==> src/rtl/uart_rx_fifo.sv <==
// uart_rx_fifo
//   Receive FIFO between a UART receiver and a CPU register port.
//   Each rising edge of receive_flag pushes rx_data, so the flag may be a
//   single-cycle pulse or held high. The CPU pops the head by reading
//   DATA_ADDR. It reads status and writes control at STAT_ADDR.
//   All state changes on the falling edge of clk, which is the same edge the
//   UART block uses. The reset is synchronous and active-high.
//
// Ports
//   clk, reset    clock (falling-edge active), synchronous active-high reset
//   rx_data       received byte, valid while receive_flag is high
//   receive_flag  receive-complete indication (level or pulse)
//   access_addr   CPU register address
//   reg_r_en      CPU read strobe; a DATA_ADDR read pops the head
//   reg_w_en      CPU write strobe
//   reg_w_data    CPU write data
//   rd_data       combinational register read data
//   count         current occupancy
//   empty, full   occupancy flags
//   overflow      sticky: a byte was dropped because the FIFO was full
//   int_req       registered interrupt request
//
// Register map
//   DATA_ADDR read : head byte (8'h00 when empty); the read also pops
//   STAT_ADDR read : {overflow, full, empty, int_en, count[3:0] saturating}
//   STAT_ADDR write: bit0 -> int_en, bit7 = 1 clears overflow
module uart_rx_fifo #(
  parameter int          DEPTH     = 8,
  parameter logic [7:0]  DATA_ADDR = 8'd253,
  parameter logic [7:0]  STAT_ADDR = 8'd254,
  parameter int          THRESHOLD = 1
) (
  input  logic                     clk,
  input  logic                     reset,
  input  logic [7:0]               rx_data,
  input  logic                     receive_flag,
  input  logic [7:0]               access_addr,
  input  logic                     reg_r_en,
  input  logic                     reg_w_en,
  input  logic [7:0]               reg_w_data,
  output logic [7:0]               rd_data,
  output logic [$clog2(DEPTH):0]   count,
  output logic                     empty,
  output logic                     full,
  output logic                     overflow,
  output logic                     int_req
);

  localparam int PW = $clog2(DEPTH);
  localparam int CW = PW + 1;

  logic [7:0]    mem [DEPTH];
  logic [PW-1:0] wr_ptr;
  logic [PW-1:0] rd_ptr;
  logic          prev_flag;
  logic          int_en;

  logic          push;
  logic          pop;
  logic          do_write;
  logic          ovf_set;
  logic          stat_wr;
  logic [CW-1:0] count_next;
  logic [31:0]   count_ext;
  logic [3:0]    count4;

  // Only bits 0 and 7 of a status write carry meaning.
  logic          unused_w_bits;
  assign unused_w_bits = ^reg_w_data[6:1];

  assign empty = (count == '0);
  assign full  = (count == CW'(DEPTH));

  // The push fires once for each receive_flag assertion. The flag history
  // register resets to 1. A flag that is already high at reset release is
  // therefore not taken as a new byte.
  assign push = receive_flag && !prev_flag;
  assign pop  = reg_r_en && (access_addr == DATA_ADDR) && !empty;

  // When the FIFO is full and a pop happens on the same edge, the write
  // lands in the slot the pop frees. In that case wr_ptr == rd_ptr, and
  // the head byte has already been presented on rd_data during this cycle.
  assign do_write = push && (!full || pop);
  assign ovf_set  = push && full && !pop;
  assign stat_wr  = reg_w_en && (access_addr == STAT_ADDR);

  assign count_next = count + (do_write ? CW'(1) : CW'(0)) - (pop ? CW'(1) : CW'(0));

  // The 4-bit count field saturates when DEPTH is larger than 15.
  assign count_ext = 32'(count);
  assign count4    = (count_ext > 32'd15) ? 4'hF : count_ext[3:0];

  always_comb begin
    rd_data = 8'h00;
    if (access_addr == DATA_ADDR) begin
      rd_data = empty ? 8'h00 : mem[rd_ptr];
    end else if (access_addr == STAT_ADDR) begin
      rd_data = {overflow, full, empty, int_en, count4};
    end
  end

  // The storage array is not reset. Reset only clears the pointers, so the
  // old contents become unreachable.
  always_ff @(negedge clk) begin
    if (!reset && do_write) begin
      mem[wr_ptr] <= rx_data;
    end
  end

  always_ff @(negedge clk) begin
    if (reset) begin
      wr_ptr    <= '0;
      rd_ptr    <= '0;
      count     <= '0;
      prev_flag <= 1'b1;
      overflow  <= 1'b0;
      int_en    <= 1'b0;
      int_req   <= 1'b0;
    end else begin
      prev_flag <= receive_flag;
      if (do_write) wr_ptr <= wr_ptr + PW'(1);
      if (pop)      rd_ptr <= rd_ptr + PW'(1);
      count <= count_next;
      // When a set and a clear of overflow fall on the same edge, the set wins.
      if (ovf_set) begin
        overflow <= 1'b1;
      end else if (stat_wr && reg_w_data[7]) begin
        overflow <= 1'b0;
      end
      if (stat_wr) int_en <= reg_w_data[0];
      // int_req uses the int_en value held before this edge. Clearing
      // int_en therefore drops the request one edge later.
      int_req <= int_en && (count_next >= CW'(THRESHOLD));
    end
  end

endmodule

==> config.mk <==
export PLATFORM = sky130hd
export DESIGN_NAME = uart_rx_fifo
export DESIGN_NICKNAME = d
export VERILOG_FILES = /design/src/rtl/uart_rx_fifo.sv
export SDC_FILE = /design/constraint.sdc
export NUM_CORES = 1
export LEC_CHECK = 0
export CORE_MARGIN = 2
export CORE_UTILIZATION = 28
export DETAILED_ROUTE_END_ITERATION = 7
export SYNTH_ARGS = -nofsm -noshare
export SYNTH_HDL_FRONTEND = slang
export SYNTH_SLANG_ARGS = --single-unit
==> constraint.sdc <==
create_clock -name clk -period 6.2 [get_ports clk]
set_clock_uncertainty 0.15 [all_clocks]
set_input_delay 0.93 -clock clk [delete_from_list [all_inputs] [get_ports clk]]
set_output_delay 0.93 -clock clk [all_outputs]
set_load 0.02 [all_outputs]
==> metrics.md <==
| Metric | Value |
|---|---|
| Run status | finished, violations left |
| Failing checks | setup timing |
| Worst setup EP type | output pin |
| CP max FO | 8 |
| Max-cap violation count | 0 |
| Syn. warnings | 0 |
| Hold/Removal Path Class | register to register |
| Antenna diodes | 0 |
| GRT Overall Usage | about an eighth |
| Skew-Pair Late Insertion Delay | slightly below 0.4 ns |
| CP Class | register to output pin |
| Worst EP arrival | between 5 and 6 ns |
| Sequential area share after synthesis | 66.2% |
| Reg clk slew, reported paths | ~0.040 ns |
| Deepest level of the CTS H-tree | 3 |
| Synth area leader | edfxtp_1 |
| I/O pin count | 45 |
| Die Area | 13,100 um2 |
| CTS tree | built |
| First-pass GRT wire length | approximately 12 mm |
| Vias per cell | between 4 and 5 |
| # fillers | 1,119 |
| Die Span Y | roughly 110 um |
| DRC violation count after routing | 0 |
| Setup crit start kind | register |
| Area Growth Syn to Fin | 44.2% |
| Worst-margin pin slew | 0.541 ns |
| Vias in the first global route | 2,635 |
| Pwr Density | 277 nW/um2 |
| Top post-synthesis cells by area | edfxtp_1 56%, mux4_2 11%, dfxtp_1 10% |
| I/O Buffers | 38 |
| Synth Instances | 217 |
| Antenna Nets Post-Route | 0 |
| Number of DRC markers in iteration 0 | 90 |
| DP HPWL | 4.98 mm |
| Nets@finish | roughly 400 |
| CTS sink count | 81 |
| Root Buffer Master | clkbuf_16 |
| GRT overflow | 0 |
| RSZ-0062 raised after global routing | yes |
| Wire length per cell | 14.4 um |
| Row Count | 40 |
| Slew Limit Headroom | 63.5% |
| Synth Area in Compound Gates | 5.42% |
| Routed WL | 7.58 mm |
| Cell Area, Synth | 3420 um2 |
| Global placer's final weighted congestion | 0.817 |
| Vias | 2,409 |
| Mux cell area share after synthesis | 13.2% |
| Post-synth top area share | 56.2% |
| First drt pass iteration count | 4 |
| Finished Core Util | between 40% and 50% |
| Starting Density | 28.6% |
| Lkg Pwr | 2.07 nW |
| Commonest cells after routing, fill and taps aside | 91 x inv_1, 64 x edfxtp_1, 35 x buf_4, 28 x clkdlybuf4s50_1 |
| Data required time of the critical path | 5.12 ns |
| Final WS setup | -0.0411 ns |
| Num CTS Buffers | 9 |
| Core Region | 12,000 um2 |
| Adder-cell share of the synthesized area | 3.15% |
| Post-synthesis simple-gate area fraction | between 8 and 9% |
| Pins Over Slew Limit | 0 |
| Flops & latches, synth | 81 |
| Post-Layout Inst Area | 4930 um2 |
| Area after DPL | 4240 um2 |
| Main combinational cell family by area after synthesis | multiplexers |
| Layout cells sized above 1 | approximately 27% |
| DP Worst Slack | -0.293 ns |
| Die width | 115 um |
| Largest net degree at the start of global routing | 17 |
| Initial antenna violation count | 0 |
| Net Count, Synth | 254 |
| Final setup violation count | 4 |
| Most common cell after layout, fill and taps aside | inv_1 |
| Yosys cell types | 40 |
| Synthesized area per cell | between 15 and 20 um2 |
| Post-synthesis xor/xnor area fraction | 0.768% |
| VDD IR max | between 0.0001 and 0.00015 V |
| Clock Tree Buf Depth | 2 |
| Final Hold Viols | 0 |
power breakdown:
| part | switching, W | internal [W] | total, W |
|---|---|---|---|
| Clock | 0.000352 | 0.000346 | 0.000698 |
| Combinational | 0.0000331 | 0.0000364 | 0.0000695 |
| Sequential | 0.00000339 | 0.000594 | 0.000597 |
per-layer routing:
layer	vias to the layer above	GRT usage, %	routed length (um)
li1	1152	-	-
met2	74	18.4	3720
met3	6	5.88	466
met5	-	0	0
met4	0	7.80	59
met1	1177	13.5	3330
state kept, by name, summed over array words and instances, names as in the netlist, named ones only:
signal and cells:
prev_flag 1, int_en 1, overflow 1, rd_ptr 3, int_req 1, count 4
mem 64, wr_ptr 3
cell usage after synthesis, drive strengths merged:
cell type,n
a22o,5
nor2,14
ha,7
nor2b,2
a41oi,1
mux4,16
and2,1
nand2b,6
nor3,5
fa,1
a21oi,6
a41o,1
edfxtp,64
mux2,8
inv,11
o211ai,1
xnor2,2
or3,1
nand3,2
or2,1
nand2,13
o311ai,2
a21o,1
a311o,1
nor4,3
a31o,1
dfxtp,17
o21ai,7
or4,1
clkbuf,5
and3,1
a31oi,1
nand4,1
nor3b,1
xor2,1
nor4b,1
buf,4
nand3b,1
per-stage QoR:
stage          setup TNS, ns  hold slack [ns]  std cells  power, W
3_3_place_gp           -9.27            0.316        430  0.000749
4_1_cts               -0.224            0.317        526   0.00140
3_5_place_dp           -7.48            0.325        430  0.000750
5_1_grt               -0.469            0.343        526   0.00146
2_1_floorplan              0            0.298        217  0.000708
6_report              -0.133            0.307        526   0.00136
cell families after synthesis:
logic type | count (synthesis)
mux | 24
buf+inv | 20
compound gates | 27
flops | 81
xor+xnor | 3
fa+ha+maj | 8
simple gates | 54
final cells by class:
class | instances | area [um2] | share of cell area (%)
clock buffer | 9 | 225 | 4.57
timing repair buffer | 76 | 726 | 14.7
clock inverter | 87 | 354 | 7.18
sequential | 81 | 2270 | 46.0
inverter | 10 | 37.5 | 0.761
multi-input combinational | 116 | 1140 | 23.1
tap | 147 | 184 | 3.73
worst paths after layout:
kind | slack (ns) | startpoint | to | depth (start not counted)
worst max-delay path | -0.04 | register | rd_data[0] | 5
worst min-delay path | 0.31 | rd_ptr[1] | register | 2
worst max register to register | 3.55 | count[3] | int_req | 13
worst min register to register | 0.31 | rd_ptr[1] | register | 2
critical path, stage by stage (launching register included):
cell and delay (ns):
dfxtp_4 0.38, buf_12 0.15, mux4_2 0.50, mux2_4 0.30, a22o_1 0.20, buf_6 0.13
repair_timing:
item,CTS,global route
hold endpoints to repair,0,0
pin swaps,0,4
buffers inserted,0,0
cloned,1,0
resized for setup,73,7
endpoints found under the setup margin,8,18
hold buffers,0,0
No activity file was read; power rests on OpenSTA's default activity.
==> patch (config.mk and constraints unchanged) <==
Change the parameter `DEPTH` from 8 to 16.
--- a/src/rtl/uart_rx_fifo.sv
+++ b/src/rtl/uart_rx_fifo.sv
@@ -25,7 +25,7 @@
 //   STAT_ADDR read : {overflow, full, empty, int_en, count[3:0] saturating}
 //   STAT_ADDR write: bit0 -> int_en, bit7 = 1 clears overflow
 module uart_rx_fifo #(
-  parameter int          DEPTH     = 8,
+  parameter int          DEPTH     = 16,
   parameter logic [7:0]  DATA_ADDR = 8'd253,
   parameter logic [7:0]  STAT_ADDR = 8'd254,
   parameter int          THRESHOLD = 1
Interface: changed (resized count); port bits go from 45 to 46. The function was not compared with the original's and may differ.
==> patch against the original RTL <==
  * The run still ends with setup timing left
  * Global-route usage up 0.56 points
  * Cell area up 76%
  * Largest cell class unchanged
  * Core utilization down 1.3 points
  * Sequential cell count up 68
  * Non-clock buffer count up 36
  * Synthesized cell count up 57%
  * Worst setup slack worse by 0.35 ns
  * Area after synthesis up 80%
  * Via count up 65%
  * Routed wire length up 87%
  * Combinational power up 140%
  * Total power up 86%
  * Highest routed layer unchanged
  * Die area up 77%
==> patch: results (changes against the original RTL) <==
| Metric | Value |
|---|---|
| Outcome | `complete, but fails checks` |
| Failing checks | `setup timing` |
| R2R cell count | `14 (+1)` |
| Internal power | `1.81 mW (+86%)` |
| TritonCTS buffer count | `17 (+8)` |
| Worst reg2reg path startpoint | `count[2]` |
| Post-synthesis cell type count | `44 (+10%)` |
| Largest net degree at the start of global routing | `22 (+5)` |
| Largest regs | `mem (128), count (5)` |
| Synth area leaders | `edfxtp_1 (63%), mux4_2 (8.4%), dfxtp_1 (6.8%)` |
| R2R Setup Slk | `3.17 ns (-0.38 ns)` |
| Fin nets | `650 (+58%)` |
| Port bufs | `39 (+2.6%)` |
| Number of flops mapped to enable cells by yosys | `128 (+100%)` |
| WL per Instance | `15.8 µm (+9.4%)` |
| Peak VDD IR | `0.154 mV (+13%)` |
| Least-Margin Pin Slew | `0.562 ns (+0.0207 ns)` |
| Worst-Skew Late Latency | `0.45 ns (+0.06 ns)` |
| Global-route wire length before repair | `22300 µm (+88%)` |
| Worst Path Max Fanout | `6 (-2)` |
| Pre-CTS WS | `-0.477 ns (-0.184 ns)` |
| Top post-synthesis cells by count | `edfxtp_1 (128), nor2_1 (29), mux4_2 (23)` |
| Max H-tree Level | `4 (+1)` |
| Arrival @ worst endpoint | `5.51 ns (+0.35 ns)` |
| Router iterations before antenna repair | `5 (+1)` |
| Pleak | `3.62 nW (+75%)` |
| Share of layout cells above drive strength 1 | `0.294 (+0.0223)` |
| Syn_nets | `384 (+51%)` |
| Worst setup path end | `rd_data[0]` |
| Placed Area | `0.00728 mm² (+72%)` |
| Setup Viol. Count Final | `8 (+4)` |
| Routability-driven placement congestion ratio | `0.788 (-3.5%)` |
| Fill count | `2011 (+80%)` |
| Utilization after layout | `0.399 (-0.0128)` |
| Drt initial violations | `314 (+250%)` |
| HPWL after DPL | `8880 µm (+78%)` |
| Final worst-path setup slack | `-0.392 ns (-0.351 ns)` |
| Number of global-route vias before repair | `4562 (+73%)` |
| Total GRT Usage | `0.127 (+0.00565)` |
| Via count | `3978 (+65%)` |
| CP max stage delay | `0.53 ns (+0.03 ns)` |
==> patch: changes by cell type in the layout (fill, tap and decap cells not counted), moves of 6 or more <==
cell | unedited run | this run
clkdlybuf4s50_1 | 28 | 22
inv_1 | 91 | 163
mux4_2 | 16 | 33
clkbuf_16 | 9 | 17
inv_2 | 0 | 7
edfxtp_1 | 64 | 128
buf_4 | 35 | 63
dlymetal6s2s_1 | 2 | 8
nor2_1 | 14 | 29
buf_12 | 2 | 8
==> patch: worst register-to-register path: stages, from the launching register on <==
cell and delay [ns]:
dfxtp_1 0.30, inv_1 0.08, ha_1 0.17, or4b_4 0.47, buf_4 0.17, nand4_1 0.14, nand2_2 0.11, o21ai_4 0.19
ha_4 0.16, inv_2 0.04, fa_2 0.36, buf_4 0.14, xnor2_1 0.12, nor3b_1 0.21, a311oi_1 0.12
==> patch: cell type report <==
class	count	share of cell area
sequential	149	0.493
multi-input combinational	159	0.209
timing repair buffer	112	0.126
clock inverter	163	0.0740
clock buffer	17	0.0491
tap	280	0.0405
inverter	19	0.00823
==> patch: what timing repair did <==
action / 4_1_cts / 5_1_grt
setup buffers: 12 / 6
cloned: 2 / 0
endpoints found under the setup margin: 10 / 12
pin swaps: 6 / 17
resized for setup: 69 / 45
==> patch: cells by family after synthesis <==
logic type               count (synthesis)  share of synthesized area
flip-flops                             149                      0.694
adder cells (fa/ha/maj)                 14                     0.0297
AND/OR/NAND/NOR                         66                     0.0531
AO/OA/AOI/OAI                           26                     0.0291
multiplexers                            45                      0.158
XOR/XNOR                                 8                     0.0114
buffers and inverters                   33                     0.0250
==> patch: routing by layer <==
| metal | routed length (µm) | GRT usage | up-vias |
|---|---|---|---|
| met3 | 722 | 0.0606 | 10 |
| met2 | 7200 | 0.197 | 110 |
| met4 | 126 | 0.0699 | 0 |
| li1 | - | - | 1862 |
| met5 | 0 | 0 | - |
| met1 | 6120 | 0.143 | 1996 |
==> patch: worst min path at each step <==
stage / startpoint / to / slack (ns) / cells past startpoint
floorplan: int_en / int_req / 0.28 / 2
global placement: int_en / int_en / 0.30 / 2
detailed placement: int_en / int_en / 0.30 / 2
CTS: int_en / int_en / 0.30 / 2
global route: int_en / int_en / 0.33 / 2
finish: int_en / int_en / 0.31 / 2
==> patch: power by group through the flow <==
stage                     sequential (mW)  clock, mW  combinational, mW
final                                1.11       1.26              0.166
after global routing                 1.11       1.43              0.180
after CTS                            1.11       1.31              0.164
after detailed placement             1.12      0.144              0.163
after global placement               1.12      0.144              0.159
after floorplan                      1.13      0.144             0.0699
==> patch: metrics by stage <==
step	setup TNS (ns)	cells
6_report	-2.26	899
3_3_place_gp	-5.45	703
3_5_place_dp	-6.50	703
5_1_grt	-2.91	899
4_1_cts	-2.96	896
2_1_floorplan	0	341
